--- config.mk ---
export PLATFORM = sky130hd
export DESIGN_NAME = event_ring_sequencer
export DESIGN_NICKNAME = d
export VERILOG_FILES = /design/src/rtl/event_ring_pkg.sv /design/src/rtl/event_ring_timer.sv /design/src/rtl/event_ring_sequencer.sv
export SDC_FILE = /design/constraint.sdc
export NUM_CORES = 1
export LEC_CHECK = 0
export ABC_AREA = 0
export ABC_CLOCK_PERIOD_IN_PS = 5800
export CAP_MARGIN = 20
export CELL_PAD_IN_SITES_DETAIL_PLACEMENT = 1
export CELL_PAD_IN_SITES_GLOBAL_PLACEMENT = 1
export CORE_UTILIZATION = 44
export DETAILED_ROUTE_END_ITERATION = 7
export GPL_ROUTABILITY_DRIVEN = 1
export GPL_TIMING_DRIVEN = 0
export PLACE_DENSITY = 0.83
export SLEW_MARGIN = 0
export SYNTH_ARGS = -nofsm -noshare
export SYNTH_HDL_FRONTEND = slang
export SYNTH_SLANG_ARGS = --single-unit
export TNS_END_PERCENT = 100
--- constraint.sdc ---
create_clock -name clk -period 5.8 [get_ports clk]
set_input_delay 0.58 -clock clk [delete_from_list [all_inputs] [get_ports clk]]
set_output_delay 0.58 -clock clk [all_outputs]
set_load 0.01 [all_outputs]
--- src/rtl/event_ring_pkg.sv ---
// Shared types for the event ring sequencer: FSM states, error codes and round counter width.
package event_ring_pkg;
   localparam int ROUND_W = 8;

   typedef enum logic [2:0] {ST_IDLE, ST_DELAY, ST_WAKE, ST_WAIT, ST_ERROR} state_e;
   typedef enum logic [1:0] {ERR_NONE, ERR_TIMEOUT, ERR_BAD_SUCC} err_e;
endpackage

--- src/rtl/event_ring_timer.sv ---
// Loadable down-counter shared by the start delay and the per-visit timeout.
// expired flags the last counted cycle; a zero load parks the counter and never expires.
module event_ring_timer
   import event_ring_pkg::*;
#(
   parameter int W = 8
) (
   input  logic         clk,
   input  logic         rst_n,
   input  logic         load,
   input  logic [W-1:0] value,
   output logic         expired
);
   logic [W-1:0] cnt;

   always_ff @(posedge clk or negedge rst_n) begin
      if (!rst_n)             cnt <= '0;
      else if (load)          cnt <= value;
      else if (cnt != '0)     cnt <= cnt - 1'b1;
   end

   assign expired = (cnt == W'(1));
endmodule

--- src/rtl/event_ring_sequencer.sv ---
// Token-passing sequencer: wakes one channel at a time, follows the latched successor
// table on each done, counts returns to first_ch and stops after ROUNDS of them.
module event_ring_sequencer
   import event_ring_pkg::*;
#(
   parameter int N_CH        = 3,
   parameter int START_DELAY = 16,
   parameter int ROUNDS      = 2,
   parameter int TIMEOUT     = 255,
   parameter int IDX_W       = $clog2(N_CH)
) (
   input  logic                    clk,
   input  logic                    rst_n,
   input  logic                    start,
   input  logic                    abort,
   input  logic [IDX_W-1:0]        first_ch,
   input  logic [N_CH*IDX_W-1:0]   next_sel,
   input  logic [N_CH-1:0]         done,
   output logic [N_CH-1:0]         wake,
   output logic [IDX_W-1:0]        cur_ch,
   output logic [ROUND_W-1:0]      round_cnt,
   output logic                    busy,
   output logic                    finished,
   output logic [1:0]              err_code,
   output logic                    stray_done
);
   localparam int MAXV  = (START_DELAY > TIMEOUT) ? START_DELAY : TIMEOUT;
   localparam int CNT_W = (MAXV < 2) ? 1 : $clog2(MAXV + 1);
   // One extra bit so a power-of-two N_CH still compares correctly.
   localparam logic [IDX_W:0] NCH = (IDX_W + 1)'(N_CH);

   state_e                      state, nstate;
   err_e                        err;
   logic [N_CH-1:0][IDX_W-1:0]  tbl;
   logic [IDX_W-1:0]            fst, nxt, wake_ch;
   logic [ROUND_W-1:0]          rc_new;
   logic [CNT_W-1:0]            t_val;
   logic                        t_load, t_exp, bad, accept, fin, to_err, do_start;

   event_ring_timer #(.W(CNT_W)) u_timer (
      .clk     (clk),
      .rst_n   (rst_n),
      .load    (t_load),
      .value   (t_val),
      .expired (t_exp)
   );

   // An out-of-range first_ch is rejected too: it could never be woken.
   always_comb begin
      bad = ({1'b0, first_ch} >= NCH);
      for (int i = 0; i < N_CH; i++)
         if ({1'b0, next_sel[i*IDX_W +: IDX_W]} >= NCH) bad = 1'b1;
   end

   assign nxt      = tbl[cur_ch];
   assign rc_new   = (nxt == fst && round_cnt != '1) ? round_cnt + 1'b1 : round_cnt;
   assign busy     = (state == ST_DELAY) || (state == ST_WAKE) || (state == ST_WAIT);
   assign err_code = err;

   always_ff @(posedge clk or negedge rst_n) begin
      if (!rst_n) state <= ST_IDLE;
      else        state <= nstate;
   end

   always_comb begin
      nstate   = state;
      do_start = 1'b0;
      accept   = 1'b0;
      fin      = 1'b0;
      to_err   = 1'b0;
      t_load   = 1'b0;
      t_val    = '0;
      wake_ch  = cur_ch;
      case (state)
         ST_IDLE, ST_ERROR: if (start) begin
            do_start = 1'b1;
            wake_ch  = first_ch;
            if (bad) nstate = ST_IDLE;
            else if (START_DELAY == 0) begin
               nstate = ST_WAKE;
               t_load = 1'b1;
               t_val  = CNT_W'(TIMEOUT);
            end else begin
               nstate = ST_DELAY;
               t_load = 1'b1;
               t_val  = CNT_W'(START_DELAY);
            end
         end
         ST_DELAY: if (t_exp) begin
            nstate = ST_WAKE;
            t_load = 1'b1;
            t_val  = CNT_W'(TIMEOUT);
         end
         ST_WAKE, ST_WAIT: begin
            // The timeout is reloaded as the wake goes out, so WAKE itself counts.
            if (done[cur_ch]) begin
               accept = 1'b1;
               if (rc_new == ROUND_W'(ROUNDS)) begin
                  fin    = 1'b1;
                  nstate = ST_IDLE;
               end else begin
                  nstate  = ST_WAKE;
                  wake_ch = nxt;
                  t_load  = 1'b1;
                  t_val   = CNT_W'(TIMEOUT);
               end
            end else if (t_exp) begin
               nstate = ST_ERROR;
               to_err = 1'b1;
            end else nstate = ST_WAIT;
         end
         default: nstate = ST_IDLE;
      endcase
      if (abort) begin
         nstate   = ST_IDLE;
         do_start = 1'b0;
         accept   = 1'b0;
         fin      = 1'b0;
         to_err   = 1'b0;
         t_load   = 1'b0;
      end
   end

   always_ff @(posedge clk or negedge rst_n) begin
      if (!rst_n) begin
         wake       <= '0;
         cur_ch     <= '0;
         round_cnt  <= '0;
         finished   <= 1'b0;
         err        <= ERR_NONE;
         stray_done <= 1'b0;
         fst        <= '0;
         tbl        <= '0;
      end else begin
         finished <= fin;
         wake     <= (nstate == ST_WAKE) ? (N_CH'(1) << wake_ch) : '0;
         if (do_start) begin
            fst        <= first_ch;
            tbl        <= next_sel;
            cur_ch     <= first_ch;
            round_cnt  <= '0;
            stray_done <= 1'b0;
            err        <= bad ? ERR_BAD_SUCC : ERR_NONE;
         end else if (busy && |(done & ~(N_CH'(1) << cur_ch))) begin
            stray_done <= 1'b1;
         end
         if (accept) begin
            round_cnt <= rc_new;
            if (!fin) cur_ch <= nxt;
         end
         if (to_err) err <= ERR_TIMEOUT;
      end
   end
endmodule

==> impl_results.html, run 1 <==
<table>
<tr><th>Metric</th><th>Value</th></tr>
<tr><th colspan="2">Synth</th></tr>
<tr><td>Unique cell type count in the Yosys netlist</td><td>46</td></tr>
<tr><td>EDFF count, synth</td><td>0</td></tr>
<tr><td>Net count after synthesis</td><td>261</td></tr>
<tr><td>Synth Flop Type</td><td>sky130_fd_sc_hd__dfrtp_1</td></tr>
<tr><td>Sequential share of the synthesized area</td><td>42.1%</td></tr>
<tr><td>Mean instance size in the synthesized netlist</td><td>8.82 sq um</td></tr>
<tr><td>Cell area after technology mapping</td><td>about 2100 sq um</td></tr>
<tr><td>Post-synthesis async set-or-reset flop share</td><td>100%</td></tr>
<tr><td>Synth warnings</td><td>0</td></tr>
<tr><td>Gate count of the mapped netlist</td><td>243</td></tr>
<tr><td>Number of synthesized register bits</td><td>36</td></tr>
<tr><th colspan="2">Outcome</th></tr>
<tr><td>Status</td><td>completed</td></tr>
<tr><th colspan="2">Setup path</th></tr>
<tr><td>Register-to-Register Path Depth</td><td>9</td></tr>
<tr><td>Reg2Reg Setup Slack</td><td>2640 ps</td></tr>
<tr><td>Sort of element at the start of the critical path</td><td>register</td></tr>
<tr><td>Critical setup path kind</td><td>reg -&gt; reg</td></tr>
<tr><td>Arrival time reported for the critical path endpoint</td><td>3370 ps</td></tr>
<tr><td>Highest net fanout along the worst path</td><td>7</td></tr>
<tr><td>Worst reg2reg path startpoint</td><td>cur_ch[1]</td></tr>
<tr><td>Endpoint of the lowest-slack register-to-register path</td><td>wake[2]</td></tr>
<tr><td>WP data required</td><td>6010 ps</td></tr>
<tr><td>Worst setup EP type</td><td>register</td></tr>
<tr><th colspan="2">Floorplan</th></tr>
<tr><td>Die boundary width</td><td>approximately 72 um</td></tr>
<tr><td>Initial core utilization</td><td>45.7%</td></tr>
<tr><td>Floorplan Core Area</td><td>4690 sq um</td></tr>
<tr><td>Die area</td><td>5150 sq um</td></tr>
<tr><td>Top Ports</td><td>33</td></tr>
<tr><td>Die height</td><td>between 70 and 80 um</td></tr>
<tr><td>Std-Cell Rows</td><td>25</td></tr>
<tr><th colspan="2">GRT</th></tr>
<tr><td>Global Route Usage Sum</td><td>22.8%</td></tr>
<tr><td>Antenna violations before repair</td><td>0</td></tr>
<tr><td>GRT Residual Overflow</td><td>0</td></tr>
<tr><td>Via count of the first global-routing pass</td><td>around 1900</td></tr>
<tr><td>Maximum number of pins on one net before global-route repair</td><td>37</td></tr>
<tr><td>Wire length of the first global-routing pass</td><td>approximately 9000 um</td></tr>
<tr><th colspan="2">CTS</th></tr>
<tr><td>Number of instances resized during post-cts repair</td><td>0</td></tr>
<tr><td>Total number of H-tree levels</td><td>2</td></tr>
<tr><td>CTS Root Buffer Type</td><td>sky130_fd_sc_hd__clkbuf_8</td></tr>
<tr><td>Setup Buffers After CTS</td><td>0</td></tr>
<tr><td>Clock-pin transition on the worst setup and hold timing paths</td><td>80 ps</td></tr>
<tr><td>Buffers from clock root to sink, at most</td><td>2</td></tr>
<tr><td>TritonCTS clock tree</td><td>yes</td></tr>
<tr><td>Clk Latency, worst-skew pair</td><td>around 290 ps</td></tr>
<tr><td>CTS sink count</td><td>36</td></tr>
<tr><td>Number of buffers added by the clock tree synthesis step</td><td>5</td></tr>
<tr><td>Hold_buf cts</td><td>0</td></tr>
<tr><th colspan="2">Pwr</th></tr>
<tr><td>IR Drop Worst-Case VDD</td><td>0.000175 V</td></tr>
<tr><td>Pwr per Cell Area</td><td>~320 nW/um^2</td></tr>
<tr><td>Total leakage power</td><td>0.00114 uW</td></tr>
<tr><td>Pwr Total</td><td>849 uW</td></tr>
<tr><th colspan="2">STA</th></tr>
<tr><td>Shortest clock period the worst path allows after layout</td><td>3160 ps</td></tr>
<tr><td>Post-Route Hold Slack</td><td>a little under 400 ps</td></tr>
<tr><td>Highest Clock Rate</td><td>317 MHz</td></tr>
<tr><td>Skew final</td><td>5.40 ps</td></tr>
<tr><td>Setup repair after global routing missed its margin</td><td>false</td></tr>
<tr><td>Final-layout setup total negative slack</td><td>0 ps</td></tr>
<tr><td>Final Cycle Share</td><td>between 50% and 60%</td></tr>
<tr><td>Actual slew at the worst max-slew pin</td><td>about 850 ps</td></tr>
<tr><td>Worst-case headroom to the max-slew limit</td><td>43.5%</td></tr>
<tr><td>Final count of pins violating max slew</td><td>0</td></tr>
<tr><td>Final number of hold-violating endpoints</td><td>0</td></tr>
<tr><td>Setup-failing EPs final</td><td>0</td></tr>
<tr><th colspan="2">Finish</th></tr>
<tr><td>Commonest non-fill, non-tap cell in the layout</td><td>sky130_fd_sc_hd__nand2_1</td></tr>
<tr><td>Number of nets in the layout</td><td>299</td></tr>
<tr><td># fillers</td><td>567</td></tr>
<tr><td>Layout cell share with drive strength beyond 1</td><td>8.16%</td></tr>
<tr><td>ANT cells</td><td>0</td></tr>
<tr><td>Leading cell types in the layout, fill and taps excluded</td><td>sky130_fd_sc_hd__nand2_1 (40), sky130_fd_sc_hd__dfrtp_1 (36), sky130_fd_sc_hd__clkdlybuf4s50_1 (30), sky130_fd_sc_hd__nor2_1 (19), sky130_fd_sc_hd__nand3_1 (16)</td></tr>
<tr><td>Non-Filler Instances</td><td>336</td></tr>
<tr><td>Area growth, synth to finish</td><td>23.3%</td></tr>
<tr><th colspan="2">Place</th></tr>
<tr><td>I/O Buffers</td><td>31</td></tr>
<tr><td>Detailed placer's ending HPWL</td><td>4030 um</td></tr>
<tr><td>Count of placed standard cells including taps</td><td>328</td></tr>
<tr><td>Routability cong.</td><td>0.841</td></tr>
<tr><th colspan="2">Routing</th></tr>
<tr><td>Via Count</td><td>1943</td></tr>
<tr><td>Wire length reported by the detailed router</td><td>between 5000 and 6000 um</td></tr>
<tr><td>Per-cell via count in the routed design</td><td>5.78</td></tr>
<tr><td>Violation count after the first detailed-route iteration</td><td>67</td></tr>
<tr><td>Antenna violation net count after detailed routing</td><td>0</td></tr>
<tr><td>First-pass iteration count of the detailed router</td><td>4</td></tr>
<tr><td>DRC violations left</td><td>0</td></tr>
<tr><td>Detail-routed net length per standard cell</td><td>around 16 um</td></tr>
<tr><th colspan="2">Flow run</th></tr>
<tr><td>Reported max-cap violation count</td><td>0</td></tr>
<tr><th colspan="2">Hold path</th></tr>
<tr><td>Hold crit path type</td><td>in -&gt; async</td></tr>
</table>
critical path, stage by stage, from the launching register on:
cell	delay (ps)
sky130_fd_sc_hd__dfrtp_1	450
sky130_fd_sc_hd__mux2_2	390
sky130_fd_sc_hd__a221o_1	340
sky130_fd_sc_hd__o22ai_1	360
sky130_fd_sc_hd__nor2_1	210
sky130_fd_sc_hd__mux2i_1	200
sky130_fd_sc_hd__nor4b_4	470
sky130_fd_sc_hd__nand2b_1	230
sky130_fd_sc_hd__a31o_1	240
sky130_fd_sc_hd__nor3b_2	190
cell type report:
cell class | instances | area, sq um | area share, %
multi-input combinational | 194 | 1180 | 44.6
sequential | 36 | 901 | 34.1
timing repair buffer | 31 | 305 | 11.6
clock buffer | 7 | 96.3 | 3.65
tap | 54 | 67.6 | 2.56
buffer | 11 | 56.3 | 2.13
clock inverter | 1 | 30.0 | 1.14
inverter | 2 | 7.51 | 0.284
stage by stage:
stage | setup slack (ps) | utilization [%] | cell area [sq um]
floorplan | 3040 | - | 2140
global placement | 2690 | 53.7 | 2520
detailed placement | 2670 | 53.6 | 2510
CTS | 2630 | 56.3 | 2640
global route | 2360 | 56.3 | 2640
finish | 2640 | 56.3 | 2640
metal layers:
metal / vias up / GRT usage, % / wire length [um] / share of wire, %
met2: 27 / 37.2 / 2590 / 48
met4: 0 / 6.75 / 64 / 1.2
met3: 6 / 4.22 / 126 / 2.3
li1: 960 / - / - / -
met5: - / 0 / 0 / 0
met1: 950 / 31.1 / 2660 / 49
cell usage after synthesis, drive strengths merged, types with 4 or more instances:
cell	count	area [sq um]
a21oi	8	40.0
and3	4	25.0
buf	5	33.8
clkbuf	6	22.5
dfrtp	36	901
mux2	4	45.0
nand2	40	150
nand2b	7	43.8
nand3	16	80.1
nor2	19	71.3
nor2b	5	31.3
nor3	12	60.1
o21ai	15	75.1
o22a	6	52.6
xnor2	7	61.3
worst max path at each step:
stage,to,start,depth (start not counted)
after floorplan,u_timer.cnt[4],cur_ch[1],10
after global placement,wake[2],cur_ch[1],9
after detailed placement,wake[2],cur_ch[1],9
after CTS,wake[2],cur_ch[1],9
after global routing,u_timer.cnt[2],cur_ch[0],11
final,wake[2],cur_ch[1],9
flip-flops by register name (all words and copies together) (netlist names):
register / count
tbl: 6
wake: 3
state: 3
cur_ch: 2
finished: 1
stray_done: 1
round_cnt: 8
fst: 2
err_code: 2
u_timer.cnt: 8
power breakdown:
| group | internal (uW) | switching, uW | leakage, uW |
|---|---|---|---|
| clock | 152 | 92.2 | 0.0000645 |
| sequential | 296 | 38.9 | 0.000467 |
| combinational | 122 | 149 | 0.000606 |
kinds of logic after synthesis:
group | share of synthesized area (%)
AO/OA/AOI/OAI | 17.0
XOR/XNOR | 3.68
adder cells (fa/ha/maj) | 1.75
buffers and inverters | 2.98
flip-flops | 42.1
multiplexers | 3.50
AND/OR/NAND/NOR | 29.0
(Power assumes the default switching activity.)
==> run 2: changes to the inputs <==
--- a/config.mk
+++ b/config.mk
@@ -6,15 +6,15 @@
 export NUM_CORES = 1
 export LEC_CHECK = 0
 export ABC_AREA = 0
-export ABC_CLOCK_PERIOD_IN_PS = 5800
+export ABC_CLOCK_PERIOD_IN_PS = 3300
 export CAP_MARGIN = 20
 export CELL_PAD_IN_SITES_DETAIL_PLACEMENT = 1
 export CELL_PAD_IN_SITES_GLOBAL_PLACEMENT = 1
-export CORE_UTILIZATION = 44
+export CORE_UTILIZATION = 40
 export DETAILED_ROUTE_END_ITERATION = 7
 export GPL_ROUTABILITY_DRIVEN = 1
 export GPL_TIMING_DRIVEN = 0
-export PLACE_DENSITY = 0.83
+export PLACE_DENSITY = 0.77
 export SLEW_MARGIN = 0
 export SYNTH_ARGS = -nofsm -noshare
 export SYNTH_HDL_FRONTEND = slang
==> constraint.sdc (replaced) <==
create_clock -name clk -period 3.3 [get_ports clk]
set_input_delay 0.33 -clock clk [delete_from_list [all_inputs] [get_ports clk]]
set_output_delay 0.33 -clock clk [all_outputs]
set_load 0.01 [all_outputs]
==> impl_results.html, run 2 (synthesis results as in run 1) <==
<table>
<tr><th>Metric</th><th>Value</th></tr>
<tr><th colspan="2">Finish</th></tr>
<tr><td>Layout cell share with drive strength beyond 1</td><td>8.87%</td></tr>
<tr><td>Fin area</td><td>roughly 2700 sq um</td></tr>
<tr><td>Area growth, synth to finish</td><td>23.7%</td></tr>
<tr><td>ANT cells</td><td>0</td></tr>
<tr><td>Final core utilization</td><td>between 50% and 60%</td></tr>
<tr><td>Commonest non-fill, non-tap cell in the layout</td><td>sky130_fd_sc_hd__nand2_1</td></tr>
<tr><td>Number of nets in the layout</td><td>299</td></tr>
<tr><td>Largest registers</td><td>round_cnt: 8 flops, u_timer.cnt: 8 flops, tbl: 6 flops</td></tr>
<tr><td># fillers</td><td>640</td></tr>
<tr><td>Leading cell types in the layout, fill and taps excluded</td><td>sky130_fd_sc_hd__nand2_1 (40), sky130_fd_sc_hd__dfrtp_1 (35), sky130_fd_sc_hd__clkdlybuf4s50_1 (30), sky130_fd_sc_hd__nor2_1 (18), sky130_fd_sc_hd__nand3_1 (16)</td></tr>
<tr><th colspan="2">Pwr</th></tr>
<tr><td>IR Drop Worst-Case VDD</td><td>0.000312 V</td></tr>
<tr><td>Power share of the combinational group</td><td>31.9%</td></tr>
<tr><td>Total leakage power</td><td>between 0.001 and 0.0015 uW</td></tr>
<tr><td>Int Pwr</td><td>~960 uW</td></tr>
<tr><td>Pwr per Cell Area</td><td>545 nW/um^2</td></tr>
<tr><td>Sw power</td><td>a little under 500 uW</td></tr>
<tr><td>Fraction of power spent switching nets</td><td>33.7%</td></tr>
<tr><td>Sequential cell fraction of total power</td><td>41.2%</td></tr>
<tr><td>Clock network fraction of total power</td><td>26.9%</td></tr>
<tr><th colspan="2">Setup path</th></tr>
<tr><td>Arrival time reported for the critical path endpoint</td><td>between 3000 and 4000 ps</td></tr>
<tr><td>Worst setup EP type</td><td>register</td></tr>
<tr><td>Beginning of the critical path</td><td>cur_ch[1]</td></tr>
<tr><td>Count of buffer and inverter cells on the critical path</td><td>1</td></tr>
<tr><td>Endpoint of the lowest-slack register-to-register path</td><td>u_timer.cnt[4]</td></tr>
<tr><td>Critical path depth</td><td>10</td></tr>
<tr><td>Worst-path cell chain</td><td>mux2_2, a221o_1, o22ai_1, nor2_2, mux2i_1, nor4b_4, a31oi_1, nand2_1, buf_4, o211ai_1</td></tr>
<tr><td>WP data required</td><td>3450 ps</td></tr>
<tr><td>Slowest cell on the critical path</td><td>sky130_fd_sc_hd__nor4b_4</td></tr>
<tr><td>Top delay family on crit path</td><td>compound AO/OA/AOI/OAI gates</td></tr>
<tr><td>Delay of the slowest cell on the worst path</td><td>roughly 440 ps</td></tr>
<tr><td>Reg2Reg Setup Slack</td><td>190 ps</td></tr>
<tr><td>Worst reg2reg path startpoint</td><td>cur_ch[1]</td></tr>
<tr><td>Highest net fanout along the worst path</td><td>10</td></tr>
<tr><td>Sort of element at the start of the critical path</td><td>register</td></tr>
<tr><td>Critical setup path kind</td><td>reg -&gt; reg</td></tr>
<tr><td>Register-to-Register Path Depth</td><td>10</td></tr>
<tr><td>Capture point of the worst path</td><td>u_timer.cnt[4]</td></tr>
<tr><th colspan="2">STA</th></tr>
<tr><td>Setup-failing EPs final</td><td>0</td></tr>
<tr><td>Actual slew at the worst max-slew pin</td><td>~850 ps</td></tr>
<tr><td>Shortest clock period the worst path allows after layout</td><td>between 3000 and 4000 ps</td></tr>
<tr><td>Final Cycle Share</td><td>94.2%</td></tr>
<tr><td>Worst-case headroom to the max-slew limit</td><td>43.5%</td></tr>
<tr><td>Final number of hold-violating endpoints</td><td>0</td></tr>
<tr><td>Final Worst Setup Slack</td><td>roughly 190 ps</td></tr>
<tr><td>Final count of pins violating max slew</td><td>0</td></tr>
<tr><td>Highest Clock Rate</td><td>322 MHz</td></tr>
<tr><td>Skew final</td><td>8.58 ps</td></tr>
<tr><td>Final-layout setup total negative slack</td><td>0 ps</td></tr>
<tr><td>Setup repair after global routing missed its margin</td><td>false</td></tr>
<tr><th colspan="2">GRT</th></tr>
<tr><td>Maximum number of pins on one net before global-route repair</td><td>37</td></tr>
<tr><td>Wire length of the first global-routing pass</td><td>9510 um</td></tr>
<tr><td>Antenna violations before repair</td><td>0</td></tr>
<tr><td>GRT Residual Overflow</td><td>0</td></tr>
<tr><td>Global Route Usage Sum</td><td>22.7%</td></tr>
<tr><td>Via count of the first global-routing pass</td><td>1964</td></tr>
<tr><th colspan="2">CTS</th></tr>
<tr><td>Clk Latency, worst-skew pair</td><td>~290 ps</td></tr>
<tr><td>CTS Root Buffer Type</td><td>sky130_fd_sc_hd__clkbuf_8</td></tr>
<tr><td>CTS sink count</td><td>36</td></tr>
<tr><td>TritonCTS clock tree</td><td>yes</td></tr>
<tr><td>Total number of H-tree levels</td><td>2</td></tr>
<tr><td>Clock-pin transition on the worst setup and hold timing paths</td><td>70 ps</td></tr>
<tr><td>Hold_buf cts</td><td>0</td></tr>
<tr><td>Number of buffers added by the clock tree synthesis step</td><td>5</td></tr>
<tr><td>Buffers from clock root to sink, at most</td><td>2</td></tr>
<tr><th colspan="2">Place</th></tr>
<tr><td>I/O Buffers</td><td>31</td></tr>
<tr><td>Routability cong.</td><td>0.821</td></tr>
<tr><td>Cell Area, Placed</td><td>2530 sq um</td></tr>
<tr><td>Detailed placer's ending HPWL</td><td>4220 um</td></tr>
<tr><td>Pre-CTS setup slack</td><td>around 110 ps</td></tr>
<tr><th colspan="2">Routing</th></tr>
<tr><td>Detail-routed net length per standard cell</td><td>~16 um</td></tr>
<tr><td>First-pass iteration count of the detailed router</td><td>4</td></tr>
<tr><td>Met1 routed wirelength after detailed routing</td><td>2740 um</td></tr>
<tr><td>DRC violations left</td><td>0</td></tr>
<tr><td>Wire length reported by the detailed router</td><td>5730 um</td></tr>
<tr><td>Max Used Layer</td><td>met4</td></tr>
<tr><td>Via Count</td><td>1934</td></tr>
<tr><td>Antenna violation net count after detailed routing</td><td>0</td></tr>
<tr><td>Met3 routed wirelength</td><td>216 um</td></tr>
<tr><td>Violation count after the first detailed-route iteration</td><td>53</td></tr>
<tr><td>Detailed-routed wire length on met2</td><td>2720 um</td></tr>
<tr><td>Per-cell via count in the routed design</td><td>5.49</td></tr>
<tr><th colspan="2">Flow run</th></tr>
<tr><td>Reported max-cap violation count</td><td>0</td></tr>
<tr><th colspan="2">Floorplan</th></tr>
<tr><td>Top Ports</td><td>33</td></tr>
<tr><td>Std-Cell Rows</td><td>26</td></tr>
<tr><td>Die area</td><td>~5700 sq um</td></tr>
<tr><td>Floorplan Core Area</td><td>5140 sq um</td></tr>
<tr><td>Die boundary width</td><td>around 75 um</td></tr>
<tr><td>Die height</td><td>75.2 um</td></tr>
<tr><td>Initial core utilization</td><td>41.7%</td></tr>
<tr><th colspan="2">Hold path</th></tr>
<tr><td>Hold crit path type</td><td>in -&gt; async</td></tr>
<tr><th colspan="2">Outcome</th></tr>
<tr><td>Status</td><td>completed</td></tr>
</table>
-- run 2: changes by cell type in the layout (fill, tap and decap cells not counted), sizes merged --
| cell | change |
|---|---|
| clkbuf | -2 |
| buf | +1 |
| clkinv | +1 |
-- run 2: timing repair --
action,4_1_cts,5_1_grt
gates resized for setup,0,2
setup endpoints to repair,0,11
endpoints found under the hold margin,0,0
buffers inserted,0,1
-- run 2: worst min-delay path by stage --
stage / endpoint / slack [ps] / start / depth (start not counted)
2_1_floorplan: cur_ch[0] / 30 / rst_n / 0
3_3_place_gp: tbl[0] / 460 / tbl[0] / 2
3_5_place_dp: tbl[0] / 470 / tbl[0] / 2
4_1_cts: finished / 180 / rst_n / 1
5_1_grt: state[0] / 220 / rst_n / 1
6_report: tbl[4] / 140 / rst_n / 1
-- run 2: layer usage --
layer  global-route usage [%]  vias up
met1                     29.9      947
li1                         -      954
met4                     5.76        0
met5                        0        -
met3                     4.82        6
met2                     38.2       27
-- run 2: worst register-to-register path: cells and delay by family, from the launching register on --
kind | cells | cell delay (ps)
muxes | 2 | 570
and+or+nand+nor | 3 | 740
buffers and inverters | 1 | 180
DFF | 1 | 420
AOI/OAI and AO/OA | 4 | 1070
-- run 2: area by class of cell --
| cell class | instances | area (sq um) | area share, % |
|---|---|---|---|
| Buffer | 10 | 52.6 | 1.98 |
| Clock buffer | 6 | 72.6 | 2.74 |
| Clock inverter | 2 | 35.0 | 1.32 |
| Inverter | 2 | 7.51 | 0.283 |
| Multi-Input combinational cell | 194 | 1180 | 44.5 |
| Sequential cell | 36 | 902 | 34.0 |
| Tap cell | 70 | 87.6 | 3.31 |
| Timing Repair Buffer | 32 | 313 | 11.8 |
-- run 2: stage by stage --
step / instances / total power (uW) / hold WS [ps]
global placement: 344 / 1050 / 458
CTS: 352 / 1460 / 177
detailed placement: 344 / 1060 / 467
global route: 352 / 1540 / 220
finish: 352 / 1440 / 141
floorplan: 243 / 920 / 34.4
-- run 2: power by group through the flow --
stage	logic, uW	clock network, uW	registers, uW
6_report	461	389	595
5_1_grt	517	421	606
4_1_cts	473	399	589
3_5_place_dp	467	0	597
3_3_place_gp	455	0	594
2_1_floorplan	335	0	585
==> run 3: changes to the inputs <==
--- a/config.mk
+++ b/config.mk
@@ -11,6 +11,7 @@
 export CELL_PAD_IN_SITES_DETAIL_PLACEMENT = 1
 export CELL_PAD_IN_SITES_GLOBAL_PLACEMENT = 1
 export CORE_UTILIZATION = 40
+export CTS_CLUSTER_DIAMETER = 30
 export DETAILED_ROUTE_END_ITERATION = 7
 export GPL_ROUTABILITY_DRIVEN = 1
 export GPL_TIMING_DRIVEN = 0
==> results of run 3 <==
Same layout as run 2: the final DEF is identical, and so are final timing and power.
